==> src/rtl/motor_modulation_ctrl.sv <==
// Mode-to-duty sequencer for the two wheel motors: debounces the tracker mode,
// kick-starts out of stop, then slew-limits each wheel toward its per-mode target.
module motor_modulation_ctrl #(
    parameter int unsigned TICK_DIV      = 100000,
    parameter int unsigned STEP          = 16,
    parameter int unsigned KICK_TICKS    = 20,
    parameter int unsigned STABLE_CYCLES = 4
) (
    input  logic       clk,
    input  logic       reset,
    input  logic       enable,
    input  logic [2:0] mode,
    output logic [9:0] modulation_left,
    output logic [9:0] modulation_right,
    output logic       moving,
    output logic       settled
);

    localparam int unsigned TW = (TICK_DIV > 1) ? $clog2(TICK_DIV) : 1;
    localparam int unsigned KW = $clog2(KICK_TICKS + 1);
    localparam int unsigned DW = $clog2(STABLE_CYCLES + 1);

    localparam logic [TW-1:0] TICK_LAST = TW'(TICK_DIV - 1);
    localparam logic [KW-1:0] KICK_LOAD = KW'(KICK_TICKS);
    localparam logic [DW-1:0] STABLE_N  = DW'(STABLE_CYCLES);
    localparam logic [9:0]    STEP_W    = 10'(STEP);

    typedef enum logic [1:0] {
        ST_STOP,
        ST_KICK,
        ST_RAMP,
        ST_HOLD
    } state_t;

    function automatic logic is_stop(input logic [2:0] m);
        return (m == 3'b011) || (m[2:1] == 2'b11);
    endfunction

    // Packed as {left, right}.
    function automatic logic [19:0] target_of(input logic [2:0] m);
        case (m)
            3'b000:  return {10'd768,  10'd1023};
            3'b001:  return {10'd1023, 10'd768};
            3'b010:  return {10'd1023, 10'd1023};
            3'b100:  return {10'd512,  10'd1023};
            3'b101:  return {10'd1023, 10'd512};
            default: return {10'd0,    10'd0};
        endcase
    endfunction

    function automatic logic [9:0] ramp_step(input logic [9:0] cur, input logic [9:0] tgt);
        logic signed [10:0] diff;
        logic signed [11:0] nxt;
        diff = $signed({1'b0, tgt}) - $signed({1'b0, cur});
        if (diff > $signed({1'b0, STEP_W}))
            nxt = $signed({2'b00, cur}) + $signed({2'b00, STEP_W});
        else if (diff < -$signed({1'b0, STEP_W}))
            nxt = $signed({2'b00, cur}) - $signed({2'b00, STEP_W});
        else
            nxt = $signed({2'b00, tgt});
        if (nxt < 12'sd0)
            return '0;
        else if (nxt > 12'sd1023)
            return '1;
        else
            return nxt[9:0];
    endfunction

    state_t        state_q, state_d;
    logic [TW-1:0] tick_q, tick_d;
    logic [DW-1:0] deb_q, deb_d;
    logic [2:0]    cand_q, cand_d;
    logic [2:0]    acc_q, acc_d;
    logic [KW-1:0] kick_q, kick_d;
    logic [9:0]    left_q, left_d;
    logic [9:0]    right_q, right_d;
    logic          moving_q, moving_d;
    logic          settled_q, settled_d;

    logic          tick;
    logic [9:0]    tgt_l, tgt_r;
    logic [9:0]    nxt_tgt_l, nxt_tgt_r;

    always_comb begin
        tick   = (tick_q == TICK_LAST);
        tick_d = tick ? '0 : tick_q + TW'(1);

        cand_d = mode;
        if (mode != cand_q)
            deb_d = DW'(1);
        else if (deb_q != STABLE_N)
            deb_d = deb_q + DW'(1);
        else
            deb_d = deb_q;
        acc_d = (deb_d == STABLE_N) ? mode : acc_q;

        {tgt_l, tgt_r} = target_of(acc_q);

        state_d = state_q;
        left_d  = left_q;
        right_d = right_q;
        kick_d  = kick_q;

        case (state_q)
            ST_STOP: begin
                left_d  = '0;
                right_d = '0;
                if (enable && !is_stop(acc_q)) begin
                    state_d = ST_KICK;
                    left_d  = '1;
                    right_d = '1;
                    kick_d  = KICK_LOAD;
                end
            end
            ST_KICK: begin
                left_d  = '1;
                right_d = '1;
                if (tick) begin
                    kick_d = kick_q - KW'(1);
                    if (kick_q == KW'(1))
                        state_d = ST_RAMP;
                end
            end
            ST_RAMP: begin
                if (left_q == tgt_l && right_q == tgt_r) begin
                    state_d = ST_HOLD;
                end else if (tick) begin
                    left_d  = ramp_step(left_q, tgt_l);
                    right_d = ramp_step(right_q, tgt_r);
                    if (left_d == tgt_l && right_d == tgt_r)
                        state_d = ST_HOLD;
                end
            end
            ST_HOLD: begin
                if (left_q != tgt_l || right_q != tgt_r)
                    state_d = ST_RAMP;
            end
            default: state_d = ST_STOP;
        endcase

        // Stop always wins and is applied without ramping.
        if (state_q != ST_STOP && (!enable || is_stop(acc_q))) begin
            state_d = ST_STOP;
            left_d  = '0;
            right_d = '0;
        end

        // Judged against the mode accepted on this same edge so the flag tracks the outputs.
        {nxt_tgt_l, nxt_tgt_r} = target_of(acc_d);
        settled_d = (left_d == nxt_tgt_l) && (right_d == nxt_tgt_r) && (state_d != ST_KICK);
        moving_d  = (state_d != ST_STOP);
    end

    always_ff @(posedge clk or posedge reset) begin
        if (reset) begin
            state_q   <= ST_STOP;
            tick_q    <= '0;
            deb_q     <= '0;
            cand_q    <= 3'b011;
            acc_q     <= 3'b011;
            kick_q    <= '0;
            left_q    <= '0;
            right_q   <= '0;
            moving_q  <= 1'b0;
            settled_q <= 1'b1;
        end else begin
            state_q   <= state_d;
            tick_q    <= tick_d;
            deb_q     <= deb_d;
            cand_q    <= cand_d;
            acc_q     <= acc_d;
            kick_q    <= kick_d;
            left_q    <= left_d;
            right_q   <= right_d;
            moving_q  <= moving_d;
            settled_q <= settled_d;
        end
    end

    assign modulation_left  = left_q;
    assign modulation_right = right_q;
    assign moving           = moving_q;
    assign settled          = settled_q;

endmodule

==> config.mk <==
export PLATFORM = sky130hd
export DESIGN_NAME = motor_modulation_ctrl
export DESIGN_NICKNAME = d
export VERILOG_FILES = /design/src/rtl/motor_modulation_ctrl.sv
export SDC_FILE = /design/constraint.sdc
export NUM_CORES = 1
export LEC_CHECK = 0
export ABC_AREA = 1
export CAP_MARGIN = 5
export CORE_MARGIN = 1
export CORE_UTILIZATION = 50
export DETAILED_ROUTE_END_ITERATION = 10
export PLACE_DENSITY = 0.76
export SYNTH_ARGS = -nofsm -noshare
export SYNTH_HDL_FRONTEND = slang
export SYNTH_SLANG_ARGS = --single-unit
==> constraint.sdc <==
create_clock -name clk -period 3.6 [get_ports clk]
set_clock_uncertainty 0.05 [all_clocks]
set_input_delay 0.54 -clock clk [delete_from_list [all_inputs] [get_ports clk]]
set_output_delay 0.54 -clock clk [all_outputs]
set_load 0.1 [all_outputs]
==> impl_results.md, run 1 <==
- Sinks on the clock net: 55
- Worst setup slack after layout: -0.180 ns
- Number of failing hold endpoints at the final stage: 0
- Number of antenna diodes: 0
- Hold worst-path end: kick_q[3]
- Count of nets after finishing: 1040
- Achievable clock frequency: 265 MHz
- Unique masters post-synth: 43
- Net count of the mapped netlist: around 940
- Hold bufs inserted after CTS: 0
- Number of routed nets with antenna violations: 0
- Top area cells in the synthesized netlist: sky130_fd_sc_hd__dfrtp_1, sky130_fd_sc_hd__nand2_1, sky130_fd_sc_hd__inv_1
- Port Buf Inserts: 27
- Final hold slack: 0.417 ns
- Yosys Warn Count: 0
- Total of max-cap violations: 0
- Logic gate share of total power: 77.8%
- Register bit total from synthesis: 55
- Global route overflow: 0
- Setup total negative slack: -0.356 ns
- Internal power: approximately 2.6 mW
- DRC errors left: 0
- Post-Place Worst Slack: -0.138 ns
- I/O pin count: 28
- Worst Path Required: 3.80 ns
- First-pass DRT Iterations: 8
- CTS tree: yes
- Met1 usage in global routing: 35.5%
- Transition at the pin with the smallest max-transition slack: 1.00 ns
- Violations in the final reports: setup timing
- Drt first-iter violations: 671
- Final Setup Violations: 2
- Number of antenna violations at the first check in global routing: 0
- Switching power summed over all nets: around 3.2 mW
- Clock Tree Root: sky130_fd_sc_hd__clkbuf_8
- Count of flip-flops with a built-in enable after synthesis: 0
- Maximum count of clock buffers along a single path: 2
- WL/cell: 14.2 µm
- Main combinational cell family by area after synthesis: simple AND/OR/NAND/NOR gates
- Placeable core region: 10500 µm²
- Share of async-settable or async-resettable flops after synthesis: between 90% and 100%
- Avg Vias per Cell: around 5.4
- Initial standard-cell utilization of the core: roughly 52%
- Path class of the lowest-slack min-delay path: register to register
- Sequential Power Share: approximately 15%
- Peak supply drop: ~0.42 mV
- Setup repair after global routing missed its margin: true
- Critical path class: register to register
- Leakage power figure: roughly 3.6 nW
- Worst reg2reg startpoint: acc_q[0]
- Simple-gate portion of the synthesized area: 42.8%
- Number of cells traversed by the worst register-to-register path: 26
- Floorplan die width: approximately 110 µm
- Crit path capture type: register
- Top-area cell type share of the netlist area: 22.8%
- Area share of xor/xnor cells in the synthesized design: 3.50%
- Cell type with the largest total area after synthesis: sky130_fd_sc_hd__dfrtp_1
- Number of vias in the routed layout: 6208
- Clock-pin transition on the worst setup and hold timing paths: 0.11 ns
- Switching part of the total power: around 55%
- Share of the synthesized area in compound gates (AO/OA/AOI/OAI): a little over a tenth
- Fillers: between 800 and 900
- Share of synthesized area occupied by flip-flops and latches: between 20% and 30%
- Site Rows: 37
- Half-perimeter wire length after detailed placement: 11300 µm
- First-pass GRT wire length: 24600 µm
- Placed Instance Area: 6270 µm²
- Relative slew margins: about a third
- Via count of the first global-routing pass: around 5400
- Global-route met3 utilization: roughly 2.2%
- Worst path arrival time: 3.98 ns
- Die area: 11400 µm²
- CTS HTree Levels: 2
- Startpoint of the worst hold path: kick_q[3]
- Cell area after technology mapping: ~5500 µm²
- Average footprint of a synthesized cell: 6.09 µm²
- Overall die height: 107 µm
- Final critical path time including I/O delays and setup: 3.78 ns
- Largest net degree at the start of global routing: 30
- Synthesized instance count: 903
- Adder-cell share of the synthesized area: 6.83%
- Area Overhead vs Synth: 28.5%
- Cell Pwr Density: 819 nW/µm²
- Met2 GRT Util: 46.2%
- GP Congestion: 0.945
- Main synth FF type: sky130_fd_sc_hd__dfrtp_1
- Max Transition Viols Final: 0
- Total non-filler cell area in the finished layout: 7060 µm²
- Startpoint types: register
- Clock latency on the worst-skew pair: 0.32 ns
- Reg-to-Reg End: state_q[0]
- Maximum fanout along the worst path: 8
- Most used routing layer: met2
- Overall routing resource usage: a little over a quarter
- Number of instances on the worst hold path: 1
- Number of buffers inserted during clock tree synthesis: 5
- Multiplexer share of the synthesized area: 0.182%
- Part of the cycle the worst path needs: 105%
- Fraction of final layout cells sized beyond drive strength 1: 22.0%
- Non-filler cells in the finished layout: 1141
- Outcome: finished, violations left
- R2r setup slk: -0.18 ns
- Inst Count DP: 1103
- Fraction of power consumed by the clock network: 7.6%
- Total routed wirelength: roughly 16000 µm
==> timing repair <==
| item | 4_1_cts | 5_1_grt |
|---|---|---|
| buffers inserted | 3 | 26 |
| pin swaps | 2 | 50 |
| setup endpoints to repair | 2 | 8 |
| resized for setup | 18 | 91 |
| cloned | 1 | 0 |
==> through the flow <==
stage          util, %  total power, mW
4_1_cts           62.0             5.07
3_3_place_gp      59.7             4.44
3_5_place_dp      59.7             4.48
5_1_grt           67.2             6.21
6_report          67.2             5.79
2_1_floorplan        -             3.48
==> cells in the final DEF (no fill, tap or decap), drive strengths merged, types with 16 or more instances in the layout <==
cell type	n
inv	136
a21oi	68
nor2	100
xor2	17
o21ai	21
nand2	291
clkdlybuf4s50	27
nand4	22
buf	82
nand3	90
ha	30
dfrtp	50
nor3	16
==> state kept, by name (all words and copies together) (netlist names) <==
name	count
tick_q	17
modulation_left	10
modulation_right	10
kick_q	5
acc_q	3
cand_q	3
deb_q	3
state_q	2
moving	1
settled	1
==> cell usage after synthesis, types with 10 or more instances <==
cell type,n
sky130_fd_sc_hd__o21ai_0,19
sky130_fd_sc_hd__inv_1,129
sky130_fd_sc_hd__nand2_1,279
sky130_fd_sc_hd__nor2_1,97
sky130_fd_sc_hd__nand3_1,85
sky130_fd_sc_hd__nand2_2,10
sky130_fd_sc_hd__xor2_1,17
sky130_fd_sc_hd__ha_1,30
sky130_fd_sc_hd__nand4_1,20
sky130_fd_sc_hd__nor3_1,15
sky130_fd_sc_hd__a21oi_1,61
sky130_fd_sc_hd__dfrtp_1,50
sky130_fd_sc_hd__clkbuf_1,11
==> layer usage <==
metal | share of wire [%] | vias up
met2 | 47 | 261
li1 | - | 3079
met3 | 6.7 | 64
met1 | 43 | 2804
met4 | 3.0 | 0
met5 | 0 | -
==> kinds of logic after synthesis <==
logic type	count (synthesis)
compound gates	102
xor+xnor	22
fa+ha+maj	30
buf+inv	157
flops	55
mux	1
simple gates	536
==> layout make-up <==
class / instances / area (µm²) / share of cell area (%)
inverter: 142 / 541 / 7.65
tap: 136 / 170 / 2.41
multi-input combinational: 691 / 3940 / 55.8
clock buffer: 6 / 82.6 / 1.17
clock inverter: 2 / 35.0 / 0.496
sequential: 55 / 1380 / 19.6
timing repair buffer: 109 / 908 / 12.9
==> power groups by stage <==
stage | combinational, mW | sequential, mW | clock, mW
global placement | 3.60 | 0.848 | 0
floorplan | 2.16 | 1.32 | 0
CTS | 3.79 | 0.838 | 0.448
finish | 4.50 | 0.846 | 0.440
detailed placement | 3.63 | 0.851 | 0
global route | 4.89 | 0.859 | 0.469
==> critical path, cell delays in order (launching register included) <==
cell	delay (ns)
sky130_fd_sc_hd__dfstp_2	0.57
sky130_fd_sc_hd__inv_2	0.06
sky130_fd_sc_hd__o21ai_2	0.16
sky130_fd_sc_hd__inv_2	0.07
sky130_fd_sc_hd__nor2_4	0.16
sky130_fd_sc_hd__buf_6	0.18
sky130_fd_sc_hd__buf_6	0.12
sky130_fd_sc_hd__ha_4	0.22
sky130_fd_sc_hd__nand2_4	0.09
sky130_fd_sc_hd__nor2_1	0.05
sky130_fd_sc_hd__nor2_1	0.18
sky130_fd_sc_hd__nand2_1	0.09
sky130_fd_sc_hd__nand2_2	0.07
sky130_fd_sc_hd__nand2_2	0.06
sky130_fd_sc_hd__and2_4	0.17
sky130_fd_sc_hd__nand2_4	0.07
sky130_fd_sc_hd__nand2_4	0.08
sky130_fd_sc_hd__nor3_4	0.23
sky130_fd_sc_hd__clkinv_4	0.12
sky130_fd_sc_hd__buf_6	0.16
sky130_fd_sc_hd__nand2_1	0.09
sky130_fd_sc_hd__nand2_1	0.09
sky130_fd_sc_hd__a21oi_2	0.13
sky130_fd_sc_hd__nand3_2	0.10
sky130_fd_sc_hd__a21oi_2	0.15
sky130_fd_sc_hd__nand3_2	0.07
sky130_fd_sc_hd__a21oi_2	0.12
==> worst max-delay path by stage <==
| stage | startpoint | endpoint | slack (ns) | depth (start not counted) |
|---|---|---|---|---|
| floorplan | modulation_right[6] | settled | 0.05 | 25 |
| detailed placement | acc_q[1] | settled | -0.14 | 26 |
| finish | acc_q[0] | state_q[0] | -0.18 | 26 |
| global route | acc_q[0] | settled | -0.43 | 30 |
| CTS | acc_q[0] | settled | 0.001 | 31 |
| global placement | acc_q[0] | settled | -0.06 | 32 |
Power figures use the tool's default switching activity.
==> run 2: changes to the inputs <==
- CORE_MARGIN: 1 -> 3
- CORE_UTILIZATION: 50 -> 25
- PLACE_DENSITY: 0.76 -> 0.46
==> impl_results.md, run 2 (synthesis results as in run 1) <==
- Fraction of final layout cells sized beyond drive strength 1: 25.9% (+4.0 points)
- Number of vias in the routed layout: 6018 (-3.1%)
- Part of the cycle the worst path needs: 98.1% (-6.9 points)
- Crit path capture type: register
- Switching power summed over all nets: 3.25 mW (+2.2%)
- CTS HTree Levels: 2 (unchanged)
- Critical path class: register to register
- Number of instances on the worst hold path: 1 (unchanged)
- Non-filler cells in the finished layout: 1308 (+15%)
- First-pass GRT wire length: 27800 µm (+13%)
- Final hold slack: 0.412 ns (-0.00469 ns)
- Drt first-iter violations: 302 (-55%)
- Cell with the biggest individual delay on the critical path: sky130_fd_sc_hd__dfstp_2
- Inst Count DP: 1282 (+16%)
- Hold worst-path end: tick_q[0]
- Initial standard-cell utilization of the core: 25.8% (-26 points)
- Clock Tree Root: sky130_fd_sc_hd__clkbuf_16
- Outcome: completed
- Largest stage delay on the critical path: 0.57 ns (about the same)
- Number of routed nets with antenna violations: 0 (unchanged)
- Clock latency on the worst-skew pair: 0.30 ns (-0.02 ns)
- Transition at the pin with the smallest max-transition slack: 1.02 ns (+0.0150 ns)
- Internal power: 2.86 mW (+9.7%)
- Final Setup Violations: 0 (-2)
- GP Congestion: 0.838 (-11%)
- Crit-path leading delay family: simple AND/OR/NAND/NOR gates
- Number of buffers and inverters on the critical path: 6 (unchanged)
- Placeable core region: 21300 µm² (+100%)
- Clock-pin transition on the worst setup and hold timing paths: 0.08 ns (-0.03 ns)
- Flip-flop count of the largest register, all copies and words added: 17 (unchanged)
- Maximum fanout along the worst path: 5 (-3)
- Overall die height: 154 µm (+44%)
- Worst path arrival time: 3.71 ns (-0.27 ns)
- Peak supply drop: 0.301 mV (-28%)
- Hold bufs inserted after CTS: 0 (unchanged)
- Number of buffers inserted during clock tree synthesis: 5 (unchanged)
- First-pass DRT Iterations: 5 (-3)
- Number of antenna violations at the first check in global routing: 0 (unchanged)
- Setup repair after global routing missed its margin: true
- WL/cell: 13.1 µm (-8.0%)
- Post-route core utilization: 35.8% (-31 points)
- Reg-to-Reg End: state_q[0]
- Count of nets after finishing: 1068 (+2.7%)
- Cell Pwr Density: 801 nW/µm² (-2.2%)
- Avg Vias per Cell: 4.60 (-15%)
- Worst reg2reg startpoint: acc_q[0]
- Number of cells traversed by the worst register-to-register path: 25 (-3.8%)
- Maximum count of clock buffers along a single path: 2 (unchanged)
- Worst Path Required: 3.78 ns (-0.02 ns)
- Floorplan die width: 154 µm (+44%)
- R2r setup slk: 0.07 ns (+0.25 ns)
- Register containing the most flip-flops in the final layout: tick_q
- Setup total negative slack: 0 ns (+0.356 ns)
- Achievable clock frequency: 283 MHz (+7.1%)
- Via count of the first global-routing pass: 5650 (+5.2%)
- I/O pin count: 28 (unchanged)
- Fraction of power consumed by the clock network: 8.2% (+0.6 points)
- Launch point of the worst path: acc_q[0]
- Site Rows: 53 (+43%)
- Global route overflow: 0 (unchanged)
- Half-perimeter wire length after detailed placement: 13600 µm (+21%)
- Leakage power figure: 3.79 nW (+4.9%)
- Startpoint types: register
- Path class of the lowest-slack min-delay path: register to register
- Area Overhead vs Synth: 38.7%
- Sinks on the clock net: 55 (unchanged)
- Number of antenna diodes: 0 (unchanged)
- Most common cell after layout, fill and taps aside: sky130_fd_sc_hd__nand2_1
- Sequential Power Share: 13.7% (-0.9 points)
- Port Buf Inserts: 27 (unchanged)
- Overall routing resource usage: 14.0% (-13 points)
- Largest net degree at the start of global routing: 28 (-6.7%)
- Number of failing hold endpoints at the final stage: 0 (unchanged)
- Total of max-cap violations: 0 (unchanged)
- Top library cells by usage in the layout, fill and taps aside: sky130_fd_sc_hd__nand2_1, sky130_fd_sc_hd__inv_1, sky130_fd_sc_hd__buf_4, sky130_fd_sc_hd__nor2_1, sky130_fd_sc_hd__nand3_1
- Final critical path time including I/O delays and setup: 3.53 ns (-0.250 ns)
- Relative slew margins: 32.0% (-1.0 points)
- Startpoint of the worst hold path: tick_q[0]
- CTS tree: yes
- Max Transition Viols Final: 0 (unchanged)
- Total routed wirelength: 17100 µm (+5.5%)
- Die area: 23800 µm² (+110%)
- Switching part of the total power: 53.2% (-1.8 points)
- DRC errors left: 0 (unchanged)
- Logic gate share of total power: 78.2% (+0.4 points)
run 2: cell count changes in the layout (fill, tap and decap cells not counted), sizes merged:
cell	previous run	this run
buf	82	109
bufinv	1	0
inv	136	138
nand2	291	292
clkbuf	6	5
run 2: worst reg2reg max path: cells and delay by family (launching register included):
family                   cells  cell delay [ns]
AND/OR/NAND/NOR             14             1.42
buffers and inverters        6             0.62
AO/OA/AOI/OAI                4             0.58
flip-flops                   1             0.57
adder cells (fa/ha/maj)      1             0.23
run 2: final cells by class:
| type | count | area [µm²] |
|---|---|---|
| fillers | 2309 | 13700 |
| flip-flops and latches | 55 | 1380 |
| clock buffers | 5 | 125 |
| multi-input cells | 692 | 4080 |
| clock inverters | 3 | 22.5 |
| inverters | 142 | 548 |
| well taps | 275 | 344 |
| repair buffers | 136 | 1120 |
run 2: worst max-delay path by stage:
stage / cells past startpoint / to / slack, ns
5_1_grt: 28 / settled / -0.15
2_1_floorplan: 25 / settled / 0.05
6_report: 25 / state_q[0] / 0.07
3_5_place_dp: 32 / settled / -0.13
4_1_cts: 32 / settled / 0.01
3_3_place_gp: 31 / settled / -0.14
run 2: per-layer routing:
metal	global-route usage [%]	part of all wire (%)
met1	19.0	48
met2	24.6	49
met3	0.923	2.3
met4	2.57	1.1
met5	0	0
run 2: power by group through the flow:
stage | Clock [mW] | Combinational, mW | Sequential [mW]
detailed placement | 0 | 3.95 | 0.849
CTS | 0.524 | 4.15 | 0.837
global placement | 0 | 3.97 | 0.853
global route | 0.541 | 5.25 | 0.855
floorplan | 0 | 2.16 | 1.32
finish | 0.500 | 4.78 | 0.835
run 2: repair_timing:
item | 4_1_cts | 5_1_grt
setup endpoints to repair | 2 | 9
pin swaps | 12 | 46
gates cloned | 1 | 1
setup buffers | 4 | 13
resized for setup | 29 | 103
run 2: stage by stage:
stage	setup WS (ns)	power, mW	area [µm²]
floorplan	0.0464	3.48	5500
global placement	-0.136	4.83	6740
detailed placement	-0.133	4.79	6740
CTS	0.0149	5.51	7060
global route	-0.152	6.65	7620
finish	0.0700	6.11	7620
